`src/rtl/seg7_pkg.sv`:
```
// seg7_pkg: shared constants for the seg7_scan_ctrl display controller
package seg7_pkg;
  localparam logic MODE_HEX = 1'b0;
  localparam logic MODE_RAW = 1'b1;
  localparam logic [7:0] SEG_OFF = 8'h00;
  localparam logic [3:0] PH_BLANK = 4'd0;
  localparam logic [3:0] PH_LAST = 4'd15;
  localparam logic [15:0][6:0] HEX_SEG = {
    7'h71, 7'h79, 7'h5E, 7'h39, 7'h7C, 7'h77, 7'h6F, 7'h7F,
    7'h07, 7'h7D, 7'h6D, 7'h66, 7'h4F, 7'h5B, 7'h06, 7'h3F
  };
endpackage

```
`src/rtl/seg7_scan_ctrl_fmt.sv`:
```
// seg7_digit_fmt: turns one digit's shadow data into the final polarity-adjusted segment byte
module seg7_digit_fmt
  import seg7_pkg::*;
#(
  parameter int SEG_ACTIVE_LOW = 1
) (
  input  logic [7:0] i_byte,
  input  logic       i_dp,
  input  logic       i_mode,
  input  logic       i_blank,
  output logic [7:0] o_seg
);
  logic [7:0] pat;
  // Active-high pattern: blank wins, raw passes through, hex decodes with dp on top
  always_comb begin
    pat = i_blank ? SEG_OFF : i_mode == MODE_RAW ? i_byte : {i_dp, HEX_SEG[i_byte[3:0]]};
  end
  assign o_seg = (SEG_ACTIVE_LOW != 0) ? ~pat : pat;
endmodule

```
`src/rtl/seg7_scan_ctrl.sv`:
```
// seg7_scan_ctrl: multiplexed 7-segment scanner with PWM, lz-suppression, frame-synchronous update; optional blink via SEG7_BLINK_EN
module seg7_scan_ctrl
  import seg7_pkg::*;
#(
  parameter int NUM_DIGITS     = 8,
  parameter int SCAN_DIV       = 50000,
  parameter int SEG_ACTIVE_LOW = 1,
  parameter int SEL_ACTIVE_LOW = 1
) (
  input  logic                    clk,
  input  logic                    rstn,
  input  logic                    i_load,
  input  logic                    i_mode,
  input  logic                    i_lz,
  input  logic [8*NUM_DIGITS-1:0] i_data,
  input  logic [NUM_DIGITS-1:0]   i_dp,
`ifdef SEG7_BLINK_EN
  input  logic [NUM_DIGITS-1:0]   i_blink,
`endif
  input  logic [3:0]              i_brightness,
  output logic [7:0]              o_seg,
  output logic [NUM_DIGITS-1:0]   o_sel,
  output logic                    o_frame
);
  localparam int CW = $clog2(SCAN_DIV);
  localparam int IW = $clog2(NUM_DIGITS);
  localparam int W = 8 * NUM_DIGITS;
  localparam logic [CW-1:0] CNT_MAX = CW'(SCAN_DIV - 1);
  localparam logic [IW-1:0] IDX_MAX = IW'(NUM_DIGITS - 1);
  localparam logic [7:0] SEG_RST = (SEG_ACTIVE_LOW != 0) ? ~SEG_OFF : SEG_OFF;
  localparam logic [NUM_DIGITS-1:0] SEL_OFF = {NUM_DIGITS{SEL_ACTIVE_LOW != 0}};
  localparam logic [NUM_DIGITS-1:0] ONE = NUM_DIGITS'(1);

  logic [CW-1:0] cnt_q, cnt_d;
  logic [3:0] ph_q, ph_d;
  logic [IW-1:0] idx_q, idx_d;
  logic [W-1:0] stg_data_q, stg_data_d, shd_data_q, shd_data_d;
  logic [NUM_DIGITS-1:0] stg_dp_q, stg_dp_d, shd_dp_q, shd_dp_d;
  logic stg_mode_q, stg_mode_d, shd_mode_q, shd_mode_d;
  logic stg_lz_q, stg_lz_d, shd_lz_q, shd_lz_d;
  logic pend_q, pend_d;
  logic [7:0] seg_q, seg_d;
  logic [NUM_DIGITS-1:0] sel_q, sel_d;
  logic tick, frame, lit, lz_blank, blink_blank;
  logic [7:0] dig_byte, fmt_seg;

  // Prescaler, slot phase and digit index; frame is the cycle the index wraps
  always_comb begin
    tick = cnt_q == CNT_MAX;
    frame = tick && ph_q == PH_LAST && idx_q == IDX_MAX;
    cnt_d = tick ? '0 : cnt_q + 1'b1;
    ph_d = tick ? ph_q + 1'b1 : ph_q;
    idx_d = (tick && ph_q == PH_LAST) ? (idx_q == IDX_MAX ? '0 : idx_q + 1'b1) : idx_q;
  end

  // Loads go to staging; a pending staging copy moves to shadow only at a frame boundary
  always_comb begin
    stg_data_d = i_load ? i_data : stg_data_q;
    stg_dp_d = i_load ? i_dp : stg_dp_q;
    stg_mode_d = i_load ? i_mode : stg_mode_q;
    stg_lz_d = i_load ? i_lz : stg_lz_q;
    pend_d = i_load | (pend_q & ~frame);
    shd_data_d = (frame && pend_q) ? stg_data_q : shd_data_q;
    shd_dp_d = (frame && pend_q) ? stg_dp_q : shd_dp_q;
    shd_mode_d = (frame && pend_q) ? stg_mode_q : shd_mode_q;
    shd_lz_d = (frame && pend_q) ? stg_lz_q : shd_lz_q;
  end

`ifdef SEG7_BLINK_EN
  logic [NUM_DIGITS-1:0] stg_blink_q, stg_blink_d, shd_blink_q, shd_blink_d;
  logic [5:0] fc_q, fc_d;
  // Blink mask follows the same staging path; frame counter sets the blink period
  always_comb begin
    stg_blink_d = i_load ? i_blink : stg_blink_q;
    shd_blink_d = (frame && pend_q) ? stg_blink_q : shd_blink_q;
    fc_d = frame ? fc_q + 1'b1 : fc_q;
    blink_blank = fc_q[5] & shd_blink_q[idx_q];
  end
  // Blink state registers
  always_ff @(posedge clk or negedge rstn) begin
    if (!rstn) begin
      stg_blink_q <= '0;
      shd_blink_q <= '0;
      fc_q <= '0;
    end else begin
      stg_blink_q <= stg_blink_d;
      shd_blink_q <= shd_blink_d;
      fc_q <= fc_d;
    end
  end
`else
  assign blink_blank = 1'b0;
`endif

  // Select current digit's data and decide lit/blank for this phase
  always_comb begin
    lit = ph_q != PH_BLANK && ph_q <= i_brightness;
    dig_byte = shd_mode_q == MODE_RAW ? shd_data_q[{idx_q, 3'b000} +: 8]
                                      : {4'h0, shd_data_q[{idx_q, 2'b00} +: 4]};
    lz_blank = shd_lz_q && shd_mode_q == MODE_HEX && idx_q != '0;
    for (int k = 0; k < NUM_DIGITS; k++)
      if (k >= int'(idx_q) && shd_data_q[4*k +: 4] != 4'h0) lz_blank = 1'b0;
    seg_d = fmt_seg;
    sel_d = lit ? (ONE << idx_q) ^ SEL_OFF : SEL_OFF;
  end

  seg7_digit_fmt #(.SEG_ACTIVE_LOW(SEG_ACTIVE_LOW)) u_fmt (
    .i_byte (dig_byte),
    .i_dp   (shd_dp_q[idx_q]),
    .i_mode (shd_mode_q),
    .i_blank(~lit | lz_blank | blink_blank),
    .o_seg  (fmt_seg)
  );

  // Counters, staging/shadow and registered outputs
  always_ff @(posedge clk or negedge rstn) begin
    if (!rstn) begin
      cnt_q <= '0;
      ph_q <= '0;
      idx_q <= '0;
      stg_data_q <= '0;
      stg_dp_q <= '0;
      stg_mode_q <= 1'b0;
      stg_lz_q <= 1'b0;
      shd_data_q <= '0;
      shd_dp_q <= '0;
      shd_mode_q <= 1'b0;
      shd_lz_q <= 1'b0;
      pend_q <= 1'b0;
      seg_q <= SEG_RST;
      sel_q <= SEL_OFF;
    end else begin
      cnt_q <= cnt_d;
      ph_q <= ph_d;
      idx_q <= idx_d;
      stg_data_q <= stg_data_d;
      stg_dp_q <= stg_dp_d;
      stg_mode_q <= stg_mode_d;
      stg_lz_q <= stg_lz_d;
      shd_data_q <= shd_data_d;
      shd_dp_q <= shd_dp_d;
      shd_mode_q <= shd_mode_d;
      shd_lz_q <= shd_lz_d;
      pend_q <= pend_d;
      seg_q <= seg_d;
      sel_q <= sel_d;
    end
  end

  assign o_seg = seg_q;
  assign o_sel = sel_q;
  assign o_frame = frame;
endmodule
```
`config.mk`:
```
export PLATFORM = sky130hd
export DESIGN_NAME = seg7_scan_ctrl
export DESIGN_NICKNAME = d
export VERILOG_FILES = /design/src/rtl/seg7_pkg.sv /design/src/rtl/seg7_scan_ctrl_fmt.sv /design/src/rtl/seg7_scan_ctrl.sv
export SDC_FILE = /design/constraint.sdc
export NUM_CORES = 1
export LEC_CHECK = 0
export CAP_MARGIN = 25
export CELL_PAD_IN_SITES_DETAIL_PLACEMENT = 2
export CELL_PAD_IN_SITES_GLOBAL_PLACEMENT = 2
export CORE_MARGIN = 1.5
export CORE_UTILIZATION = 40
export DETAILED_ROUTE_END_ITERATION = 16
export PLACE_DENSITY = 0.87
export SLEW_MARGIN = 5
export SYNTH_ARGS = -nofsm -noshare
export SYNTH_HDL_FRONTEND = slang
export SYNTH_HIERARCHICAL = 1
export SYNTH_SLANG_ARGS = --single-unit
export TNS_END_PERCENT = 1
```
`constraint.sdc`:
```
create_clock -name clk -period 3.3 [get_ports clk]
set_clock_uncertainty 0.05 [all_clocks]
set_input_delay 0.33 -clock clk [delete_from_list [all_inputs] [get_ports clk]]
set_output_delay 0.33 -clock clk [all_outputs]
set_load 0.05 [all_outputs]
```
; ---- After elaboration in Yosys (flattened, before gate mapping)
; Memory sizes are Yosys's and may differ from the RTL's.
; Cells that the tools add are included.
[totals]
n_memories = 1
output_inout_bits = 17
register_bits = 188
romBits = 112
[mem_list]
columns = name, words, width, read_ports, rd_ports_with_merged_regs, write_ports, line_no
row1 = (name not given), 16, 7, 1, 0, 0, seg7_scan_ctrl_fmt.sv:16  ; pat = i_blank ? SEG_OFF : i_mode == MODE_RAW ? i_byte : {i_dp, HEX_SEG[i_byte[3:0]]};
[op_classes]
n_mux = 17
reduce_logical = 23
bitwise = 8
order_cmp = 10
shift = 3
n_addsub = 3
eq_ne = 3
[op_table]
columns = cell, count
row1 = variable part select 64 x 6 -> 4 bit, 1
row2 = variable part select 64 x 7 -> 8 bit, 1
row3 = nonzero test 4 bit, 9
row4 = two-way mux 8 bit, 4
row5 = "adder 16 x 1 -> 16 bit, second input constant", 1
row6 = "== test 16 bit, second input constant", 1
row7 = two-way mux 16 bit, 1
row8 = NOT 8 bit, 2
row9 = logical AND 1 bit, 13
row10 = "greater-or-equal comparator 3 bit, first input constant", 3
row11 = two-way mux 1 bit, 9
row12 = "<< shifter 1 x 3 -> 8 bit, first input constant", 1
row13 = two-way mux 7 bit, 1
row14 = "greater-or-equal comparator 1 x 3 -> 1 bit, first input constant", 2
row15 = "greater-or-equal comparator 2 x 3 -> 1 bit, first input constant", 2
row16 = "< comparator 4 x 5 -> 1 bit, second input constant", 1
row17 = "adder 4 x 1 -> 4 bit, second input constant", 1
row18 = "== test 4 bit, second input constant", 1
row19 = less-or-equal comparator 4 bit, 1
row20 = "< comparator 3 x 4 -> 1 bit, second input constant", 1
row21 = "adder 3 x 1 -> 3 bit, second input constant", 1
row22 = binary-select mux 1 bit (select 3 bit), 1
row23 = "== test 3 bit, second input constant", 1
row24 = two-way mux 3 bit, 1
row25 = other kinds (4), 7

; ---- Longest topological paths before layout
; Gate-level depths: netlist (run 1).
[logic_depth]
word_depth = 14
depth_mapped = 12

; ---- Hierarchy
; The synthesis (run 1) kept the hierarchy.
[by_module_without_submodules]
columns = mod, seq_area_each_um2, n_inst, area_per_inst_um2, cells_each
row1 = seg7_scan_ctrl, 4724.5, 1, 8298.0, 560
row2 = seg7_digit_fmt, 0.0, 1, 359.1, 49

; ---- Least setup slack after synthesis (run 1)
; Ideal clock, no wire load.
[synth_path]
kind = register -> register
start = register idx_q[0]
end = register seg_q[4], in the netlist o_seg[4]
setup_time_ns = 0.077
t_arrival_ns = 2.675
path_stages_with_launch = 12
required_time_ns = 3.173
synth_period_minus_slack_ns = 2.802
path_slack_ns = 0.498
path_cell_list = dfrtp_1 > buf_2 > buf_2 > buf_2 > mux4_2 > mux2i_1 > o21ai_0 > inv_1 > ha_1 > nor2b_1 > a221o_1 > a21o_1
[synth_via]
elab_cells_between_ends = 33
[synth_lines]
columns = element, line_no
row1 = "start, declared", seg7_scan_ctrl.sv:36  ; logic [IW-1:0] idx_q, idx_d;
row2 = "start signal, assigned", seg7_scan_ctrl.sv:135  ; idx_q <= idx_d;
row3 = variable part select 64 x 7 -> 8 bit / variable part select 64 x 6 -> 4 bit (equally long branches), "seg7_scan_ctrl.sv:98, seg7_scan_ctrl.sv:99"
row4 = two-way mux 8 bit (*), seg7_scan_ctrl.sv:98  ; dig_byte = shd_mode_q == MODE_RAW ? shd_data_q[{idx_q, 3'b000} +: 8]
row5 = via dig_byte[1], seg7_scan_ctrl.sv:45  ; logic [7:0] dig_byte, fmt_seg;
row6 = memory (16 x 7 bit) (*), -
row7 = two-way mux 7 bit (implied by the code) (*), seg7_scan_ctrl_fmt.sv:16
row8 = two-way mux 8 bit (*) (2 in a row), seg7_scan_ctrl_fmt.sv:16
row9 = NOT 8 bit (*), seg7_scan_ctrl_fmt.sv:18  ; assign o_seg = (SEG_ACTIVE_LOW != 0) ? ~pat : pat;
row10 = via fmt_seg[4], seg7_scan_ctrl.sv:45
row11 = "end signal, assigned", seg7_scan_ctrl.sv:145  ; seg_q <= seg_d;
row12 = "end, declared", seg7_scan_ctrl.sv:42  ; logic [7:0] seg_q, seg_d;
; Mark *: on every way through the listed nets, which the timed path passes. The rest lies on a longest branch. The select of a mux whose other input is x is not followed.
; A chain may end at the register's enable or synchronous reset.

; ---- Worst setup path after layout (run 1)
[layout_path]
start = register idx_q[2]
end = register seg_q[1], in the netlist o_seg[1]
; The elaborated chain is that of the path after synthesis.

==> results.md, run 1 <==
* Via density at 5.531
* Post-DRT Antenna Nets at 0
* First-pass DRT Iterations at 4
* Met2 Track Usage GR at 41.58%
* Power per standard cell area at 463.3 nW/um2
* Crit path max-delay family: compound AO/OA/AOI/OAI gates
* Initial core utilization at 40.92%
* Slowest cell on crit path: o21ai_0
* Die width at 150.1 um
* Hold Fails Final Rpt at 0
* CTS Buffer Depth at 2
* Busiest grt layer: met2
* Tot Pwr at 4.876 mW
* Mapped Area at 8657 um2
* Commonest non-fill, non-tap cell in the layout: dfrtp_1
* Post-route minimum period at 3.090 ns
* Max incr delay on CP at 0.62 ns
* Met1 Usage GRT at 28.63%
* Final Setup Violations at 0
* Status: finished, final reports clean
* Leak pwr at 4.661 nW
* Reg clk slew, reported paths at 0.07 ns
* Required arrival time at the worst endpoint at 3.61 ns
* Synth warnings at 6
* Flops & latches, synth at 188
* Critical path fanouts, max at 14
* Total Routing Usage GR at 23.21%
* IO Pins at 98
* Area Growth Syn to Fin at 21.58%
* Synth cell types at 57
* Critical path type: flop to flop
* Die area at 22530 um2
* Core area at 21150 um2
* Number of global-route vias before repair at 6359
* Residual DRC at 0
* Initial antenna violation count at 0
* CP Buf/Inv Count at 2
* Final worst slack at 0.2103 ns
* Num CTS Buffers at 17
* Die height at 150.1 um
* Final Net Count at 812
* Post-synthesis sequential area ratio at 54.57%
* Worst Hold Margin at 0.4100 ns
* Post-synth EDFFs at 0
* Ys flop type: dfrtp_1
* Post-synthesis instance total at 609
* Slew HR at 32.98%
* Initial drt markers at 209
* Fin Setup TNS at 0 ns
* Worst EP arrival at 3.40 ns
* Post-route core utilization at 49.75%
* Post-synth ARST share at 100.0%
* Routed vias at 5531
* Syn nets at 709
* Max-slew violations at 0
* Worst Tran Pin Value at 1.001 ns
* Gr ovfl total at 0
* Antenna diodes at 0
* RSZ-0062 raised after global routing: no
* CTS Sinks at 188
* Crit path launch type: flop
* Max-capacitance violation count at 0
* CTS root buffer: clkbuf_16
* Min-Delay Path Class: flop to flop
* Most frequent cells in the layout: dfrtp_1 (172), clkdlybuf4s50_1 (94), mux2_2 (92), mux2_1 (60), mux4_2 (24)
* Worst slack, placed at 0.3202 ns
* DRT Wirelength at 24.32 mm
* Peak supply drop at 0.3735 mV
* First-pass GRT wire length at 38.64 mm
* Worst-path cell chain: buf_4 > mux4_2 > mux2i_1 > o21ai_0 > inv_1 > ha_1 > a21oi_1 > a211oi_1 > a211o_1
* Fmax at 323.7 MHz
* CTS tree: yes
* WL per Instance at 24.32 um
* Row count at 53
* Port bufs at 97
* H-tree depth at 4
* Crit. End Element: flop
* Layout cells sized above 1 at 26.34%
* Post-DP HPWL at 17.52 mm
* Clk_lat worst skew at 0.44 ns
* Met3 Use GR at 3.606%
* GP Congestion at 0.8649
* Average instance area after synthesis at 14.22 um2
* Largest net degree at the start of global routing at 74
* CTS resizes at 0
* Period utilisation layout at 93.63%
## synth_stat cells (2+ instances only)
| cell | n | area (um2) |
|---|---|---|
| nor2b_1 | 3 | 18.77 |
| or2_2 | 2 | 12.51 |
| clkbuf_1 | 13 | 48.80 |
| nand4_1 | 7 | 43.79 |
| nor4_1 | 7 | 43.79 |
| o211ai_1 | 5 | 37.54 |
| mux2i_1 | 9 | 90.09 |
| buf_4 | 2 | 15.01 |
| and3_1 | 6 | 37.54 |
| nor3b_1 | 3 | 22.52 |
| o31ai_1 | 2 | 15.01 |
| ha_1 | 19 | 237.7 |
| a211oi_1 | 5 | 37.54 |
| nand2b_1 | 9 | 56.30 |
| and2_1 | 4 | 25.02 |
| buf_2 | 9 | 45.04 |
| or4_1 | 2 | 15.01 |
| dfrtp_1 | 172 | 4304 |
| nor3_1 | 3 | 15.01 |
| mux2_2 | 92 | 1036 |
| nor2_1 | 21 | 78.83 |
| mux2_1 | 60 | 675.7 |
| buf_6 | 2 | 22.52 |
| mux4_2 | 24 | 540.5 |
| xnor2_1 | 7 | 61.31 |
| o21a_1 | 2 | 15.01 |
| inv_1 | 15 | 56.30 |
| nand3_1 | 13 | 65.06 |
| a31oi_1 | 3 | 18.77 |
| nand2_1 | 16 | 60.06 |
| xor2_1 | 7 | 61.31 |
| o21ai_0 | 10 | 50.05 |
| buf_12 | 6 | 120.1 |
| nor4bb_1 | 2 | 20.02 |
| a21oi_1 | 9 | 45.04 |
| dfstp_2 | 16 | 420.4 |
| a41oi_1 | 2 | 17.52 |
## cells by family (layout without fill, tap and decap cells)
kind of cell             Yosys count  after routing  share of synthesized area [%]
flip-flops                       188            188                          54.57
multiplexers                     185            185                          27.06
AND/OR/NAND/NOR                  106            106                          6.706
buffers and inverters             49            165                          3.787
AO/OA/AOI/OAI                     48             48                          3.715
adder cells (fa/ha/maj)           19             19                          2.746
XOR/XNOR                          14             14                          1.416
## sequential cells by signal, indices dropped and copies added, names as in the netlist
register,flops
shd_lz_q,1
shd_mode_q,1
shd_data_q,64
shd_dp_q,8
stg_dp_q,8
cnt_q,16
o_sel,8
stg_data_q,64
stg_lz_q,1
ph_q,4
idx_q,3
stg_mode_q,1
o_seg,8
pend_q,1
## through the flow
| step | area, um2 | std cells |
|---|---|---|
| 3_3_place_gp | 9907 | 967 |
| 3_5_place_dp | 9907 | 967 |
| 4_1_cts | 10530 | 1000 |
| 6_report | 10530 | 1000 |
| 5_1_grt | 10530 | 1000 |
| 2_1_floorplan | 8657 | 609 |
## area by class of cell
| cell class | count | area, um2 |
|---|---|---|
| multi-input combinational | 372 | 3605 |
| fill | 1976 | 10630 |
| clock buffer | 17 | 425.4 |
| clock inverter | 15 | 182.7 |
| inverter | 15 | 56.30 |
| timing repair buffer | 118 | 1187 |
| tap | 275 | 344.1 |
| sequential | 188 | 4725 |
## worst paths after layout
kind | start | to | slack, ns | cells past startpoint
worst max-delay path | idx_q[2]$_DFFE_PN0P_ | o_seg[1]$_DFF_PN1_ | 0.21 | 9
worst min register to register | cnt_q[0]$_DFF_PN0_ | cnt_q[0]$_DFF_PN0_ | 0.41 | 1
min in group asynchronous | rstn | shd_data_q[54]$_DFFE_PN0P_ | 0.44 | 2
max in group asynchronous | rstn | o_sel[7]$_DFF_PN1_ | 1.89 | 3
worst max register to register | idx_q[2]$_DFFE_PN0P_ | o_seg[1]$_DFF_PN1_ | 0.21 | 9
worst min-delay path | cnt_q[0]$_DFF_PN0_ | cnt_q[0]$_DFF_PN0_ | 0.41 | 1
## where the power goes
part / switching, mW / internal (mW)
Sequential: 0.0667 / 2.39
Clock: 0.983 / 1.15
Combinational: 0.111 / 0.173
## worst register-to-register path, stage by stage (launching register included)
cell	delay (ns)
dfrtp_1	0.49
buf_4	0.26
mux4_2	0.35
mux2i_1	0.08
o21ai_0	0.62
inv_1	0.28
ha_1	0.39
a21oi_1	0.15
a211oi_1	0.07
a211o_1	0.28
## routing by layer
metal | part of all wire (%) | vias up | routed length (um)
li1 | - | 2412 | -
met1 | 41 | 2945 | 9915
met2 | 54 | 141 | 13170
met3 | 3.3 | 33 | 792
met4 | 1.8 | 0 | 441
met5 | 0 | - | 0
## repair_timing
item / in CTS / in global routing
endpoints found under the hold margin: 70 / 0
buffers inserted: 0 / 0
hold buffers: 1 / 0
(Power assumes the default switching activity.)
==> inputs of run 2 (changes only) <==
CORE_MARGIN = 8   (was 1.5)
==> results.md, run 2 (same netlist as run 1, synthesis figures left out) <==
* Fin cells at 1010 (+1.0%)
* First-pass GRT wire length at 38.18 mm (-1.2%)
* Multi-input gate area at 3605 um2 (unchanged)
* Area Growth Syn to Fin at 22.16%
* WL per Instance at 23.76 um (-2.3%)
* Via density at 5.406 (-2.3%)
* Register area at 4725 um2 (unchanged)
* Layout cells sized above 1 at 26.71% (+0.37 points)
* Finished Cell Area at 10580 um2 (+0.48%)
* Total Routing Usage GR at 18.87% (-4.3 points)
* Top sig layer: met4
* Post-route minimum period at 2.853 ns (-0.2368 ns)
* Most frequent cells in the layout: dfrtp_1 (172), clkdlybuf4s50_1 (94), mux2_2 (92), mux2_1 (60), mux4_2 (24)
* Final worst slack at 0.4471 ns (+0.2368 ns)
* First-pass DRT Iterations at 4 (unchanged)
* Max-slew violations at 0 (unchanged)
* Fin Setup TNS at 0 ns (unchanged)
* # placed instances at 977 (+1.0%)
* Critical path fanouts, max at 15 (+1)
* Largest registers: shd_data_q x64, stg_data_q x64, cnt_q x16
* Gr ovfl total at 0 (unchanged)
* Worst slack, placed at 0.3039 ns (-0.01629 ns)
* Status: finished, final reports clean
* Final Setup Violations at 0 (unchanged)
* Worst EP arrival at 3.16 ns (-0.24 ns)
* H-tree depth at 4 (unchanged)
* Antenna diodes at 0 (unchanged)
* Post-CTS Repair Setup Buffers at 0 (unchanged)
* RSZ-0062 raised after global routing: no
* Met1 wire length at 9.925 mm (+0.10%)
* CTS root buffer: clkbuf_16
* Largest net degree at the start of global routing at 94 (+27%)
* Reg clk slew, reported paths at 0.08 ns (about the same)
* Final Net Count at 817 (+0.62%)
* DR WL met2 at 12.41 mm (-5.8%)
* Die height at 163.1 um (+8.7%)
* Min-Delay Path Class: flop to flop
* CTS tree: yes
* Crit path launch type: flop
* GP Congestion at 0.8478 (-2.0%)
* Tot Pwr at 4.920 mW (+0.92%)
* Worst Tran Pin Value at 0.8992 ns (-0.1013 ns)
* Crit. End Element: flop
* Required arrival time at the worst endpoint at 3.61 ns (about the same)
* Initial core utilization at 40.17% (-0.76 points)
* Period utilisation layout at 86.45% (-7.2 points)
* Max-capacitance violation count at 0 (unchanged)
* Hold Fails Final Rpt at 0 (unchanged)
* DR WL met3 at 993 um (+25%)
* Post-DRT Antenna Nets at 0 (unchanged)
* Commonest non-fill, non-tap cell in the layout: dfrtp_1
* Core area at 21550 um2 (+1.9%)
* DRT Wirelength at 23.99 mm (-1.4%)
* Post-place instance area at 9938 um2 (+0.32%)
* IO Pins at 98 (unchanged)
* Clk_lat worst skew at 0.44 ns (about the same)
* Die area at 26610 um2 (+18%)
* Residual DRC at 0 (unchanged)
* Num CTS Buffers at 17 (unchanged)
* # fillers at 2020 (+2.2%)
* Routed vias at 5460 (-1.3%)
* Power per standard cell area at 465.3 nW/um2 (+0.44%)
* Number of cells on the worst reg-to-reg path at 9 (unchanged)
* Initial drt markers at 196 (-6.2%)
* CTS Buffer Depth at 2 (unchanged)
* Row count at 54 (+1.9%)
* Peak supply drop at 0.3426 mV (-8.3%)
* Worst hold stages at 1 (unchanged)
* Slew HR at 40.05% (+7.1 points)
* Die width at 163.1 um (+8.7%)
* Post-DP HPWL at 17.60 mm (+0.43%)
* Fmax at 350.5 MHz (+8.3%)
* Critical path type: flop to flop
* Port bufs at 97 (unchanged)
* Leak pwr at 4.694 nW (+0.72%)
* Number of global-route vias before repair at 6461 (+1.6%)
* Initial antenna violation count at 0 (unchanged)
* CTS Sinks at 188 (unchanged)
* R2r setup slk at 0.45 ns (+0.24 ns)
==> run 2: changes by cell type in the layout (fill, tap and decap cells not counted) <==
cell,before,now
buf_12,5,4
inv_6,3,2
clkinv_4,3,2
bufinv_16,2,3
clkbuf_8,0,1
buf_4,16,22
o21ai_1,0,1
o21ai_0,10,9
clkbuf_1,0,1
inv_8,3,2
==> run 2: where the power goes <==
part | total, mW | internal, mW | switching [mW]
Sequential | 2.46 | 2.40 | 0.0632
Combinational | 0.280 | 0.172 | 0.108
Clock | 2.18 | 1.24 | 0.946
Total | 4.92 | 3.80 | 1.12
==> run 2: metrics by stage <==
stage / util (%) / hold WS, ns
3_5_place_dp: 46.11 / 0.4023
2_1_floorplan: - / -0.01559
4_1_cts: 49.07 / 0.4289
6_report: 49.07 / 0.4386
3_3_place_gp: 46.11 / 0.3875
5_1_grt: 49.07 / 0.4412
==> run 2: repair_timing <==
item / 4_1_cts / 5_1_grt
endpoints found under the setup margin: 0 / 1
endpoints found under the hold margin: 74 / 0
hold buffers: 1 / 0
gates resized for setup: 0 / 1
==> run 2: layout make-up <==
| type | instances | share of cell area [%] |
|---|---|---|
| Inverter | 15 | 0.5324 |
| Sequential cell | 188 | 44.68 |
| Tap cell | 280 | 3.313 |
| Timing Repair Buffer | 123 | 11.46 |
| Clock buffer | 19 | 4.188 |
| Clock inverter | 13 | 1.739 |
| Multi-Input combinational cell | 372 | 34.09 |
==> run 2: layer usage <==
layer,up-vias,GRT usage (%)
met5,-,0
met3,44,3.629
met4,0,7.923
li1,2423,-
met2,130,32.46
met1,2863,22.81
==> run 2: final timing paths <==
kind / from / endpoint
min reg2reg: cnt_q[0]$_DFF_PN0_ / cnt_q[0]$_DFF_PN0_
max: idx_q[0]$_DFFE_PN0P_ / o_seg[4]$_DFF_PN1_
max in group asynchronous: rstn / stg_data_q[27]$_DFFE_PN0P_
max reg2reg: idx_q[0]$_DFFE_PN0P_ / o_seg[4]$_DFF_PN1_
min: cnt_q[0]$_DFF_PN0_ / cnt_q[0]$_DFF_PN0_
min in group asynchronous: rstn / stg_data_q[60]$_DFFE_PN0P_
==> run 2: critical path, cell delays in order (launching register included) <==
cell      delay, ns
dfrtp_1        0.54
buf_4          0.33
mux4_2         0.33
and2_1         0.17
a211oi_1       0.23
a31oi_1        0.15
buf_4          0.26
nand2b_1       0.19
a221o_1        0.34
a21o_1         0.18
==> inputs of run 3 (changes only) <==
HOLD_SLACK_MARGIN = 0.12   (was default)
REMOVE_ABC_BUFFERS = 1   (was default)
==> results.md, run 3 (same netlist as run 1, synthesis figures left out) <==
* Status: finished, final reports clean
* Core area at 21550 um2 (unchanged)
* FF-to-FF Start: idx_q[0]$_DFFE_PN0P_
* Critical path fanouts, max at 15 (unchanged)
* Required arrival time at the worst endpoint at 3.57 ns (-0.04 ns)
* Largest registers: shd_data_q x64, stg_data_q x64, cnt_q x16
* Hold Fails Final Rpt at 0 (unchanged)
* Initial antenna violation count at 0 (unchanged)
* RSZ-0062 raised after global routing: no
* Antenna diodes at 0 (unchanged)
* Num CTS Buffers at 17 (unchanged)
* Hold Startpoint: cnt_q[0]$_DFF_PN0_
* Min-Delay Path Class: flop to flop
* Initial core utilization at 40.17% (unchanged)
* Reg clk slew, reported paths at 0.07 ns (about the same)
* Post-route minimum period at 3.077 ns (+0.2238 ns)
* Max-capacitance violation count at 0 (unchanged)
* CTS tree: yes
* Peak supply drop at 0.3012 mV (-12%)
* Post-DRT Antenna Nets at 0 (unchanged)
* Worst-path cell chain: mux4_2 > nand2b_1 > o211ai_1 > o21ai_0 > inv_1 > ha_1 > nor2b_1 > a211oi_1 > o31ai_1
* Max incr delay on CP at 0.61 ns (+0.07 ns)
* First-pass GRT wire length at 40.83 mm (+6.9%)
* Slowest cell on crit path: dfrtp_4
* Die area at 26610 um2 (unchanged)
* Commonest non-fill, non-tap cell in the layout: dfrtp_1
* Number of cells on the worst reg-to-reg path at 9 (unchanged)
* Die width at 163.1 um (unchanged)
* IO Pins at 98 (unchanged)
* Crit path launch type: flop
* Max-slew violations at 0 (unchanged)
* Fin cells at 1007 (-0.30%)
* CTS root buffer: clkbuf_16
* Residual DRC at 0 (unchanged)
* Fmax at 325.0 MHz (-7.3%)
* Final Net Count at 814 (-0.37%)
* Largest net degree at the start of global routing at 85 (-9.6%)
* Worst Hold Margin at 0.4337 ns (-0.004953 ns)
* Row count at 54 (unchanged)
* R2r setup slk at 0.22 ns (-0.22 ns)
* Worst EP arrival at 3.35 ns (+0.19 ns)
* WL per Instance at 25.58 um (+7.7%)
* First-pass DRT Iterations at 5 (+1)
* Post-CTS Repair Setup Buffers at 0 (unchanged)
* Leak pwr at 4.656 nW (-0.82%)
* CTS Sinks at 188 (unchanged)
* Power per standard cell area at 456.6 nW/um2 (-1.9%)
* DRT Wirelength at 25.76 mm (+7.4%)
* # placed instances at 974 (-0.31%)
* GP Congestion at 0.8332 (-1.7%)
* Final Setup Violations at 0 (unchanged)
* Period utilisation layout at 93.23% (+6.8 points)
* Most frequent cells in the layout: dfrtp_1 (169), clkdlybuf4s50_1 (94), mux2_2 (92), mux2_1 (60), mux4_2 (24)
* Worst hold stages at 1 (unchanged)
* H-tree depth at 4 (unchanged)
* Gr ovfl total at 0 (unchanged)
* Critical path type: flop to flop
* Crit. End Element: flop
* CTS Buffer Depth at 2 (unchanged)
* Clk_lat worst skew at 0.43 ns (about the same)
* Port bufs at 97 (unchanged)
* RR Endpoint: o_seg[0]$_DFF_PN1_
* Area Growth Syn to Fin at 21.38%
* Slew HR at 45.75% (+5.7 points)
* Initial drt markers at 307 (+57%)
* Layout cells sized above 1 at 26.69% (-0.027 points)
* Via density at 5.585 (+3.3%)
* Worst Tran Pin Value at 0.8138 ns (-0.08544 ns)
* Die height at 163.1 um (unchanged)
* WHS Endpoint: cnt_q[0]$_DFF_PN0_
* Total Routing Usage GR at 20.20% (+1.3 points)
* Routed vias at 5624 (+3.0%)
* Post-DP HPWL at 17.15 mm (-2.5%)
* Number of global-route vias before repair at 6601 (+2.2%)
run 3: timing repair:
action	in CTS	in global routing
resized for setup	0	3
hold endpoints to repair	80	0
hold buffers	1	0
endpoints found under the setup margin	0	2
run 3: area by class of cell:
type	instances	area [um2]
clock buffers	22	474.2
clock inverters	10	112.6
repair buffers	120	1177
flip-flops and latches	188	4731
well taps	280	350.3
fillers	2034	11050
inverters	15	56.30
multi-input cells	372	3606
run 3: worst max-delay path, delay by kind of cell, from the launching register on:
family / cells / cell delay, ns
adders and majority gates: 1 / 0.30
and+or+nand+nor: 2 / 0.49
muxes: 1 / 0.53
DFF: 1 / 0.61
buffers and inverters: 1 / 0.21
AOI/OAI and AO/OA: 4 / 0.75
run 3: per-stage QoR:
stage                     cell area (um2)  util (%)  setup WS, ns  TNS [ns]  total power, mW
final                               10510     48.75        0.2233         0            4.798
after global routing                10510     48.75       0.07577         0            4.963
after CTS                           10500     48.73        0.1509         0            4.865
after detailed placement             9906     45.96        0.3583         0            2.788
after global placement               9898     45.92        0.5718         0            2.759
after floorplan                      8386         -      -0.09059    -4.580            2.567
run 3: metal layers:
layer | track usage (%) | wire length [um]
met3 | 4.108 | 1150
met5 | 0 | 0
met2 | 35.65 | 13590
met4 | 7.631 | 764
met1 | 23.86 | 10260
run 3: report_power, final:
group	switching [mW]	internal, mW	total [mW]
sequential	0.0643	2.40	2.46
combinational	0.114	0.172	0.286
clock	0.875	1.18	2.05
total	1.05	3.74	4.80
run 3: worst max-delay path by stage:
stage                               startpoint                        end  slack (ns)  cells past startpoint
after floorplan           idx_q[0]$_DFFE_PN0P_  shd_data_q[0]$_DFFE_PN0P_       -0.09                      4
after global placement    idx_q[1]$_DFFE_PN0P_         o_seg[3]$_DFF_PN1_        0.57                      6
after detailed placement  idx_q[2]$_DFFE_PN0P_         o_seg[0]$_DFF_PN1_        0.36                      9
after CTS                 idx_q[0]$_DFFE_PN0P_         o_seg[0]$_DFF_PN1_        0.15                      9
after global routing      idx_q[0]$_DFFE_PN0P_         o_seg[0]$_DFF_PN1_        0.08                      9
final                     idx_q[0]$_DFFE_PN0P_         o_seg[0]$_DFF_PN1_        0.22                      9
